**src/rtl/adat_pkg.sv**
```systemverilog
// ADAT frame constants, frame types and bit-index mapping.
// Shared by the ADAT transmitter and receivers.
package adat_pkg;

  localparam int ADAT_FRAME_BITS = 256;
  localparam int ADAT_SYNC_ZEROS = 10;
  localparam int ADAT_CHANNELS   = 8;
  localparam int ADAT_SAMPLE_W   = 24;
  localparam int ADAT_NIBBLES    = 48;

  typedef logic [ADAT_SAMPLE_W-1:0] adat_sample_t;

  typedef struct packed {
    logic [3:0]                       user;
    adat_sample_t [ADAT_CHANNELS-1:0] ch;
  } adat_frame_t;

  function automatic logic adat_frame_bit(
    input adat_frame_t f,
    input logic [7:0]  idx
  );
    logic       res;
    int         b;
    int         off;
    int         n;
    int         r;
    logic [1:0] ui;
    logic [2:0] k;
    logic [4:0] sb;
    res = 1'b0;
    b   = int'(idx);
    ui  = '0;
    k   = '0;
    sb  = '0;
    if (b == ADAT_SYNC_ZEROS || b == ADAT_FRAME_BITS - 1) begin
      res = 1'b1;
    end else if (b >= 11 && b <= 14) begin
      ui  = 2'(14 - b);
      res = f.user[ui];
    end else if (b >= 15) begin
      // 5-bit groups: a '1' separator followed by one nibble, MSB first
      off = b - 15;
      n   = off / 5;
      r   = off % 5;
      if (r == 0) begin
        res = 1'b1;
      end else begin
        k   = 3'(n / 6);
        sb  = 5'(23 - 4 * (n % 6) - (r - 1));
        res = f.ch[k][sb];
      end
    end
    return res;
  endfunction

endpackage

```
**src/rtl/adat_tx_nrzi.sv**
```systemverilog
// ADAT bit-cell timing and NRZI line register.
// Drives the bit counter and flags the frame-start edge.
module adat_tx_nrzi
  import adat_pkg::*;
#(
  parameter int CLKS_PER_BIT = 2
) (
  input  logic       clk_i,
  input  logic       rst_i,
  input  logic       en_i,
  input  logic       bit_i,
  output logic [7:0] bit_cnt_o,
  output logic       frame_evt_o,
  output logic       adat_o
);

  localparam int DIV_W = (CLKS_PER_BIT > 1) ? $clog2(CLKS_PER_BIT) : 1;
  localparam int BCW   = $clog2(ADAT_FRAME_BITS);
  localparam logic [DIV_W-1:0] DIV_LAST = DIV_W'(CLKS_PER_BIT - 1);

  logic [DIV_W-1:0] div_q, div_d;
  logic [BCW-1:0]   bit_cnt_q, bit_cnt_d;
  logic             adat_q, adat_d;
  logic             cell_start;

  assign cell_start  = en_i && (div_q == '0);
  assign frame_evt_o = cell_start && (bit_cnt_q == '0);
  assign bit_cnt_o   = bit_cnt_q;
  assign adat_o      = adat_q;

  always_comb begin
    div_d     = div_q;
    bit_cnt_d = bit_cnt_q;
    adat_d    = adat_q;
    if (!en_i) begin
      div_d     = '0;
      bit_cnt_d = '0;
    end else begin
      if (div_q == DIV_LAST) begin
        div_d     = '0;
        bit_cnt_d = bit_cnt_q + BCW'(1);
      end else begin
        div_d = div_q + DIV_W'(1);
      end
      if (cell_start) begin
        adat_d = adat_q ^ bit_i;
      end
    end
  end

  always_ff @(posedge clk_i or posedge rst_i) begin
    if (rst_i) begin
      div_q     <= '0;
      bit_cnt_q <= '0;
      adat_q    <= 1'b0;
    end else begin
      div_q     <= div_d;
      bit_cnt_q <= bit_cnt_d;
      adat_q    <= adat_d;
    end
  end

endmodule

```
**src/rtl/adat_transmitter.sv**
```systemverilog
// ADAT optical transmitter: 8 channels x 24 bits per frame, NRZI.
// One-deep holding buffer feeds the frame register at each frame start.
module adat_transmitter
  import adat_pkg::*;
#(
  parameter int CLKS_PER_BIT = 2
) (
  input  logic         clk_i,
  input  logic         rst_i,
  input  logic         en_i,
  input  logic [191:0] ch_data_i,
  input  logic [3:0]   user_i,
  input  logic         ch_valid_i,
  output logic         ch_ready_o,
  output logic         adat_o,
  output logic         frame_start_o,
  output logic         underrun_o
);

  adat_frame_t hold_q, hold_d;
  adat_frame_t frame_q, frame_d;
  logic        hold_full_q, hold_full_d;
  logic        frame_start_q, frame_start_d;
  logic        underrun_q, underrun_d;
  logic [7:0]  bit_cnt;
  logic        frame_evt;
  logic        bit_sel;
  logic        xfer;

  assign ch_ready_o    = !hold_full_q;
  assign xfer          = ch_valid_i && ch_ready_o;
  assign frame_start_o = frame_start_q;
  assign underrun_o    = underrun_q;

  // bit 0 is always 0, so loading the frame on the same edge is safe
  assign bit_sel = adat_frame_bit(frame_q, bit_cnt);

  adat_tx_nrzi #(
    .CLKS_PER_BIT(CLKS_PER_BIT)
  ) u_nrzi (
    .clk_i      (clk_i),
    .rst_i      (rst_i),
    .en_i       (en_i),
    .bit_i      (bit_sel),
    .bit_cnt_o  (bit_cnt),
    .frame_evt_o(frame_evt),
    .adat_o     (adat_o)
  );

  always_comb begin
    hold_d        = hold_q;
    hold_full_d   = hold_full_q;
    frame_d       = frame_q;
    frame_start_d = frame_evt;
    underrun_d    = 1'b0;
    if (frame_evt) begin
      if (hold_full_q) begin
        frame_d     = hold_q;
        hold_full_d = 1'b0;
      end else begin
        frame_d    = '0;
        underrun_d = 1'b1;
      end
    end
    if (xfer) begin
      hold_d.user = user_i;
      hold_d.ch   = ch_data_i;
      hold_full_d = 1'b1;
    end
  end

  always_ff @(posedge clk_i or posedge rst_i) begin
    if (rst_i) begin
      hold_q        <= '0;
      hold_full_q   <= 1'b0;
      frame_q       <= '0;
      frame_start_q <= 1'b0;
      underrun_q    <= 1'b0;
    end else begin
      hold_q        <= hold_d;
      hold_full_q   <= hold_full_d;
      frame_q       <= frame_d;
      frame_start_q <= frame_start_d;
      underrun_q    <= underrun_d;
    end
  end

endmodule

```
**config.mk**
```make
export PLATFORM = sky130hd
export DESIGN_NAME = adat_transmitter
export DESIGN_NICKNAME = d
export VERILOG_FILES = /design/src/rtl/adat_pkg.sv /design/src/rtl/adat_tx_nrzi.sv /design/src/rtl/adat_transmitter.sv
export SDC_FILE = /design/constraint.sdc
export NUM_CORES = 1
export LEC_CHECK = 0
export CORE_MARGIN = 5
export CORE_UTILIZATION = 35
export DETAILED_ROUTE_END_ITERATION = 8
export GPL_ROUTABILITY_DRIVEN = 0
export PLACE_DENSITY = 0.54
export SLEW_MARGIN = 40
export SYNTH_ARGS = -nofsm -noshare
export SYNTH_HDL_FRONTEND = slang
export SYNTH_SLANG_ARGS = --single-unit
```
**constraint.sdc**
```tcl
create_clock -name clk_i -period 14.9 [get_ports clk_i]
set_input_delay 2.98 -clock clk_i [delete_from_list [all_inputs] [get_ports clk_i]]
set_output_delay 2.98 -clock clk_i [all_outputs]
set_load 0.05 [all_outputs]
```
==> Yosys cells after proc, flatten, opt, wreduce, memory -nomap -nowiden <==
Index checks and enable logic that the tools add are counted.
{ "totals": {"mem_bits_rw": 0, "latch_bits": 0, "ff_bits": 405, "n_memories": 0, "elab_cells": 75, "rom_bits": 0} }
{ "classes": {"n_reduce_logical": 10, "n_bitwise": 2, "div_mod_pow": 4, "multipliers": 0, "n_lt_le_gt_ge": 6, "muxes": 19, "add_sub_neg": 7, "eq_ne": 3, "shifts": 0} }
{ "op_table": {"columns": ["cell", "n"], "rows": [
  ["$mux W196", 1],
  ["$bmux W24 S3", 1],
  ["$div A32 B4 Y32 const B", 2],
  ["$mod A32 B4 Y32 const B", 2],
  ["$logic_not A32 Y1", 1],
  ["$mux W24", 1],
  ["$ge A8 B4 Y1 const B", 2],
  ["$mux W8", 2],
  ["$mux W1", 12],
  ["$sub A8 B4 Y9 const B", 1],
  ["$add A8 B1 Y8 const B", 1],
  ["$eq A8 B1 Y1 const B", 1],
  ["$eq A8 B5 Y1 const B", 1],
  ["$le A8 B4 Y1 const B", 1],
  ["$logic_not A8 Y1", 1],
  ["$lt A5 B6 Y1 const B", 1],
  ["$bmux W1 S5", 1],
  ["$sub A5 B2 Y5 const B", 1],
  ["$sub A5 B5 Y5", 1],
  ["$sub A5 B5 Y5 const A", 1],
  ["$logic_and A1 B1 Y1", 4],
  ["$lt A3 B4 Y1 const B", 1],
  ["$lt A2 B3 Y1 const B", 1],
  ["$bmux W1 S2", 1],
  ["other kinds (9)", 9]
]} }

==> Longest topological paths before layout <==
{ "logic_depth": {"ltp_word": 12, "ltp_mapped": 59, "ltp_nobuf": 55} }

==> By module <==
A second synthesis with hierarchy kept.
{ "unflattened": {"cells_unflattened": 1961, "area_unflattened_um2": 20019.2} }
{ "by_module_without_submodules": {"columns": ["module", "cells_per_inst", "seq_area_each_um2", "instances", "area_per_inst_um2"], "rows": [
  ["adat_transmitter", 1910, 9884.5, 1, 19492.4],
  ["adat_tx_nrzi", 51, 250.2, 1, 526.8]
]} }

==> Least setup slack after synthesis <==
Ideal clock, no wire load.
{ "synth_timing": {"kind": "reg-to-reg", "start": "register u_nrzi.bit_cnt_q[0] (netlist: u_nrzi.bit_cnt_o[0])", "end": "register u_nrzi.adat_q (netlist: u_nrzi.adat_o)", "arrival_time_ns": 10.856, "setup_ns": 0.082, "n_path_buf": 4, "required_time_ns": 14.818, "setup_slack_ns": 3.962, "path_stages_with_launch": 60, "path_cell_list": "dfrtp_1 > buf_2 > inv_1 > ha_1 > nor2b_1 > o41ai_1 > a221o_1 > or3_4 > a22o_1 > or3_1 > o311a_2 > ha_1 > nor2_1 > a21oi_1 > a2bb2oi_1 > nand3_1 > a21boi_0 > xnor2_1 > (+24 left out) > ha_1 > nand2_1 > o21ai_0 > ha_1 > inv_1 > ha_1 > o21a_1 > nor2_1 > xnor2_1 > xnor2_1 > xnor2_1 > xnor2_1 > xnor2_1 > nand2_1 > a31oi_1 > o31ai_1 > a31oi_1 > xor2_1"} }
{ "synth_via": {"elab_chain_len": 12} }
{ "synth_rtl": {"columns": ["item", "line", "source"], "rows": [
  ["start: declaration", "adat_tx_nrzi.sv:22", "logic [BCW-1:0] bit_cnt_q, bit_cnt_d;"],
  ["start signal: assignment", "adat_tx_nrzi.sv:58", "bit_cnt_q <= bit_cnt_d;"],
  ["$sub A8 B4 Y9", "adat_pkg.sv:42", "off = b - 15;"],
  ["$div A32 B4 Y32", "adat_pkg.sv:43", "n = off / 5;"],
  ["$mod A32 B4 Y32 / $div A32 B4 Y32 (equally long branches)", "adat_pkg.sv:49, adat_pkg.sv:48", null],
  ["$sub A5 B5 Y5 / $bmux W24 S3 (equally long branches)", "adat_pkg.sv:49, adat_pkg.sv:50", null],
  ["$sub A5 B5 Y5 / $mux W24 (equally long branches)", "adat_pkg.sv:49, adat_pkg.sv:50", null],
  ["$bmux W1 S5", "adat_pkg.sv:50", "res = f.ch[k][sb];"],
  ["$mux W1 (not written as such)", "adat_pkg.sv:50", null],
  ["$mux W1", "adat_pkg.sv:45", "if (r == 0) begin"],
  ["$mux W1", "adat_pkg.sv:40", "end else if (b >= 15) begin"],
  ["$mux W1", "adat_pkg.sv:37", "end else if (b >= 11 && b <= 14) begin"],
  ["$mux W1 *", "adat_pkg.sv:35", "if (b == ADAT_SYNC_ZEROS || b == ADAT_FRAME_BITS - 1) begin"],
  ["$xor A1 B1 Y1 *", "adat_tx_nrzi.sv:46", "adat_d = adat_q ^ bit_i;"],
  ["end signal: assignment", "adat_tx_nrzi.sv:59", "adat_q <= adat_d;"],
  ["end: declaration", "adat_tx_nrzi.sv:23", "logic adat_q, adat_d;"]
]} }
Every way passes the cells marked *; elsewhere a longest branch is shown, timed or not. The select of a mux whose other input is x is not followed.
A chain may end at the register's enable or synchronous reset.

==> Final worst setup path <==
Ends and elaborated chain as after synthesis.

==> metrics.md <==
| Metric | Value |
|---|---|
| Initial antenna violation count | 0 |
| Fin. max-slew vios | 0 |
| Peak Freq | 78.2 MHz |
| Detailed Routing Iterations Pass 1 | 7 |
| #FFs+latches synth | 405 |
| Post-DRT Antenna Nets | 0 |
| Gr ovfl total | 0 |
| Hpwl dp | 41500 um |
| Global-route wire length before repair | 91200 um |
| Worst-Margin Slew | 870 ps |
| Flop pwr share | 0.384 |
| Skew-Pair Late Insertion Delay | 580 ps |
| Setup CP Type | reg -> reg |
| Clock share of power | 0.220 |
| TritonCTS clock tree | built |
| Ys async rst share | 1.00 |
| Combinational fraction of design power | 0.396 |
| Nature of the critical path startpoint | flop |
| Vias in the first global route | 15300 |
| Gr usage total | 0.190 |
| Fraction of layout cells with a size suffix above 1 | 0.162 |
| Final clock skew | 21.4 ps |
| Antenna Cells | 0 |
| Post-layout util | 0.431 |
| RSZ-0062 raised after global routing | false |
| Avg Cell Area, Syn | 10.1 um^2 |
| Worst min-delay path class | reg -> reg |
| Clk pin slew, worst setup/hold paths | 60 ps |
| Post CTS Setup Buffer Count | 0 |
| Worst Setup End Kind | flop |
| Core ar. | 55200 um^2 |
| CP Max Fanout | 59 |
| Post-Syn Instances | 1938 |
| Power Dens Cells | 222 nW/um^2 |
| Number of synthesized flops with an enable pin | 0 |
| Quantity of hold-fixing buffers added after cts | 0 |
| Vias | 15100 |
| Area growth from synthesis to layout | 21.6% |
| CP most frequent cell | ha_1 |
| Vias per cell | 5.30 |
| Net count, final | 2291 |
| Cells resized by post-CTS repair | 0 |
| Syn. warnings | 0 |
| Sequential area share after synthesis | 0.518 |
| Starting density of the core | 0.355 |
| Setup_tns | 0 ps |
| Iteration-0 DRC Markers | 1167 |
| Finish-stage setup viols | 0 |
| Max-Cap Viols | 0 |
| CTS Root Cell | clkbuf_16 |
| Die area | 60700 um^2 |
| Die extent in x | 246 um |
| Largest stage delay, worst path | 670 ps |
| Wire per inst | 20.7 um |
| Largest area contributor in the netlist | dfrtp_1 |
| Arr. time, crit path | 13230 ps |
| Psw | 2.04 mW |
| Static Leak | 10.8 nW |
| PortBufs | 203 |
| Distinct cell type count after synthesis | 90 |
| Slowest CP cell | dfrtp_1 |
| IO Pins | 204 |
| Clock buffer depth | 3 |
| Die height | 246 um |
| Worst rel slew slack | 0.420 |
| Total power | 5.28 mW |
| Clock Sink Count | 405 |
| CTS buffer count | 46 |
| WP data required | 15350 ps |
| Post-route minimum period | 12780 ps |
| Peak supply drop | 0.116 mV |
| Top cell type's share of synthesized area | 0.518 |
| Drt total wl | 59000 um |
| H-tree depth | 2 |
| Tcrit/Tclk final | 0.858 |
| Synth Cell Area | 19600 um^2 |
| Ys flop type | dfrtp_1 |
| Final Hold Viols | 0 |
| Pint | 3.24 mW |
| Largest cells by area after synthesis | dfrtp_1, mux2_2, nand2_1 |
| Syn Nets | 2156 |
| Switching share of total power | 0.387 |
| Residual DRC | 0 |
| Largest net degree at the start of global routing | 199 |
| Outcome | completed |
| Rows | 86 |
state kept, by name, summed over array words and instances, names as in the netlist:
name / flops
hold_q: 196
u_nrzi.adat_o: 1
frame_start_o: 1
underrun_o: 1
frame_q: 196
u_nrzi.bit_cnt_o: 8
hold_full_q: 1
u_nrzi.div_q: 1
stage by stage:
step	setup WS (ps)	hold slack, ps	cell area [um^2]	instances
global placement	2540	452	22200	2772
global route	1200	488	23800	2856
floorplan	654	432	19600	1938
detailed placement	2220	454	22200	2772
CTS	2220	467	23800	2855
finish	2120	464	23800	2856
layer usage:
layer | vias up | part of all wire | track usage | wire length, um
li1 | 7020 | - | - | -
met1 | 7575 | 0.45 | 0.270 | 26600
met2 | 456 | 0.46 | 0.298 | 27200
met3 | 78 | 0.060 | 0.0381 | 3540
met4 | 0 | 0.027 | 0.0548 | 1580
met5 | - | 0 | 0 | 0
critical path, delay by kind of cell (launching register included):
kind,cells,cell delay [ps]
compound gates,16,3730
xor+xnor,3,550
fa+ha+maj,6,1720
buf+inv,9,1950
flops,1,670
mux,3,660
simple gates,14,3340
logic make-up (layout without fill, tap and decap cells):
group,after synthesis,in the layout,synth area share
compound gates,195,195,0.0743
xor+xnor,30,30,0.0134
fa+ha+maj,18,18,0.0115
buf+inv,152,322,0.0316
flops,405,405,0.518
mux,282,282,0.159
simple gates,856,856,0.193
final timing paths:
kind                                           from       endpoint  slack [ps]  cells after the start
worst min register to register         frame_q[118]   frame_q[118]         460                      2
worst max register to register  u_nrzi.bit_cnt_o[0]  u_nrzi.adat_o        2120                     51
min in group asynchronous                     rst_i      hold_q[5]        2980                      2
worst min-delay path                   frame_q[118]   frame_q[118]         460                      2
worst max-delay path            u_nrzi.bit_cnt_o[0]  u_nrzi.adat_o        2120                     51
max in group asynchronous                     rst_i    hold_q[152]       10020                      4
area by class of cell:
cell class	count	area (um^2)
clock buffer	69	1360
sequential	405	10100
multi-input combinational	1381	8850
clock inverter	14	205
tap	748	936
inverter	19	91.3
timing repair buffer	220	2220
fill	5344	31400
power groups by stage:
stage | registers [mW] | logic (mW) | clock network (mW)
3_5_place_dp | 2.04 | 2.07 | 0
2_1_floorplan | 1.85 | 1.58 | 0
4_1_cts | 2.03 | 2.08 | 1.19
3_3_place_gp | 2.04 | 2.02 | 0
6_report | 2.03 | 2.09 | 1.16
5_1_grt | 2.09 | 2.29 | 1.24
layout by cell type (no fill, tap or decap), types with 7 or more instances in the layout:
master	n
ha_1	18
and3_1	14
a21o_1	8
mux2_2	211
mux2i_1	67
o21ai_0	22
clkbuf_8	13
o211ai_1	10
buf_4	7
xnor2_1	24
clkbuf_1	11
or2_2	7
nand4_1	12
a31oi_1	19
inv_1	16
buf_6	7
nand2b_1	7
a21oi_1	31
and2_1	9
nand3_1	222
a221oi_1	7
a22oi_1	8
nor3_1	11
a32oi_1	7
nor2_1	41
nand2_1	497
clkbuf_16	46
clkdlybuf4s50_1	203
dfrtp_1	404
synthesized netlist by cell type, drive strengths merged (19+ instances only):
master,number
nand2,498
dfrtp,405
nand3,222
mux2,213
clkbuf,99
mux2i,68
nor2,45
a21oi,35
buf,34
o21ai,25
xnor2,24
a31oi,19
inv,19
Power figures use the tool's default switching activity.
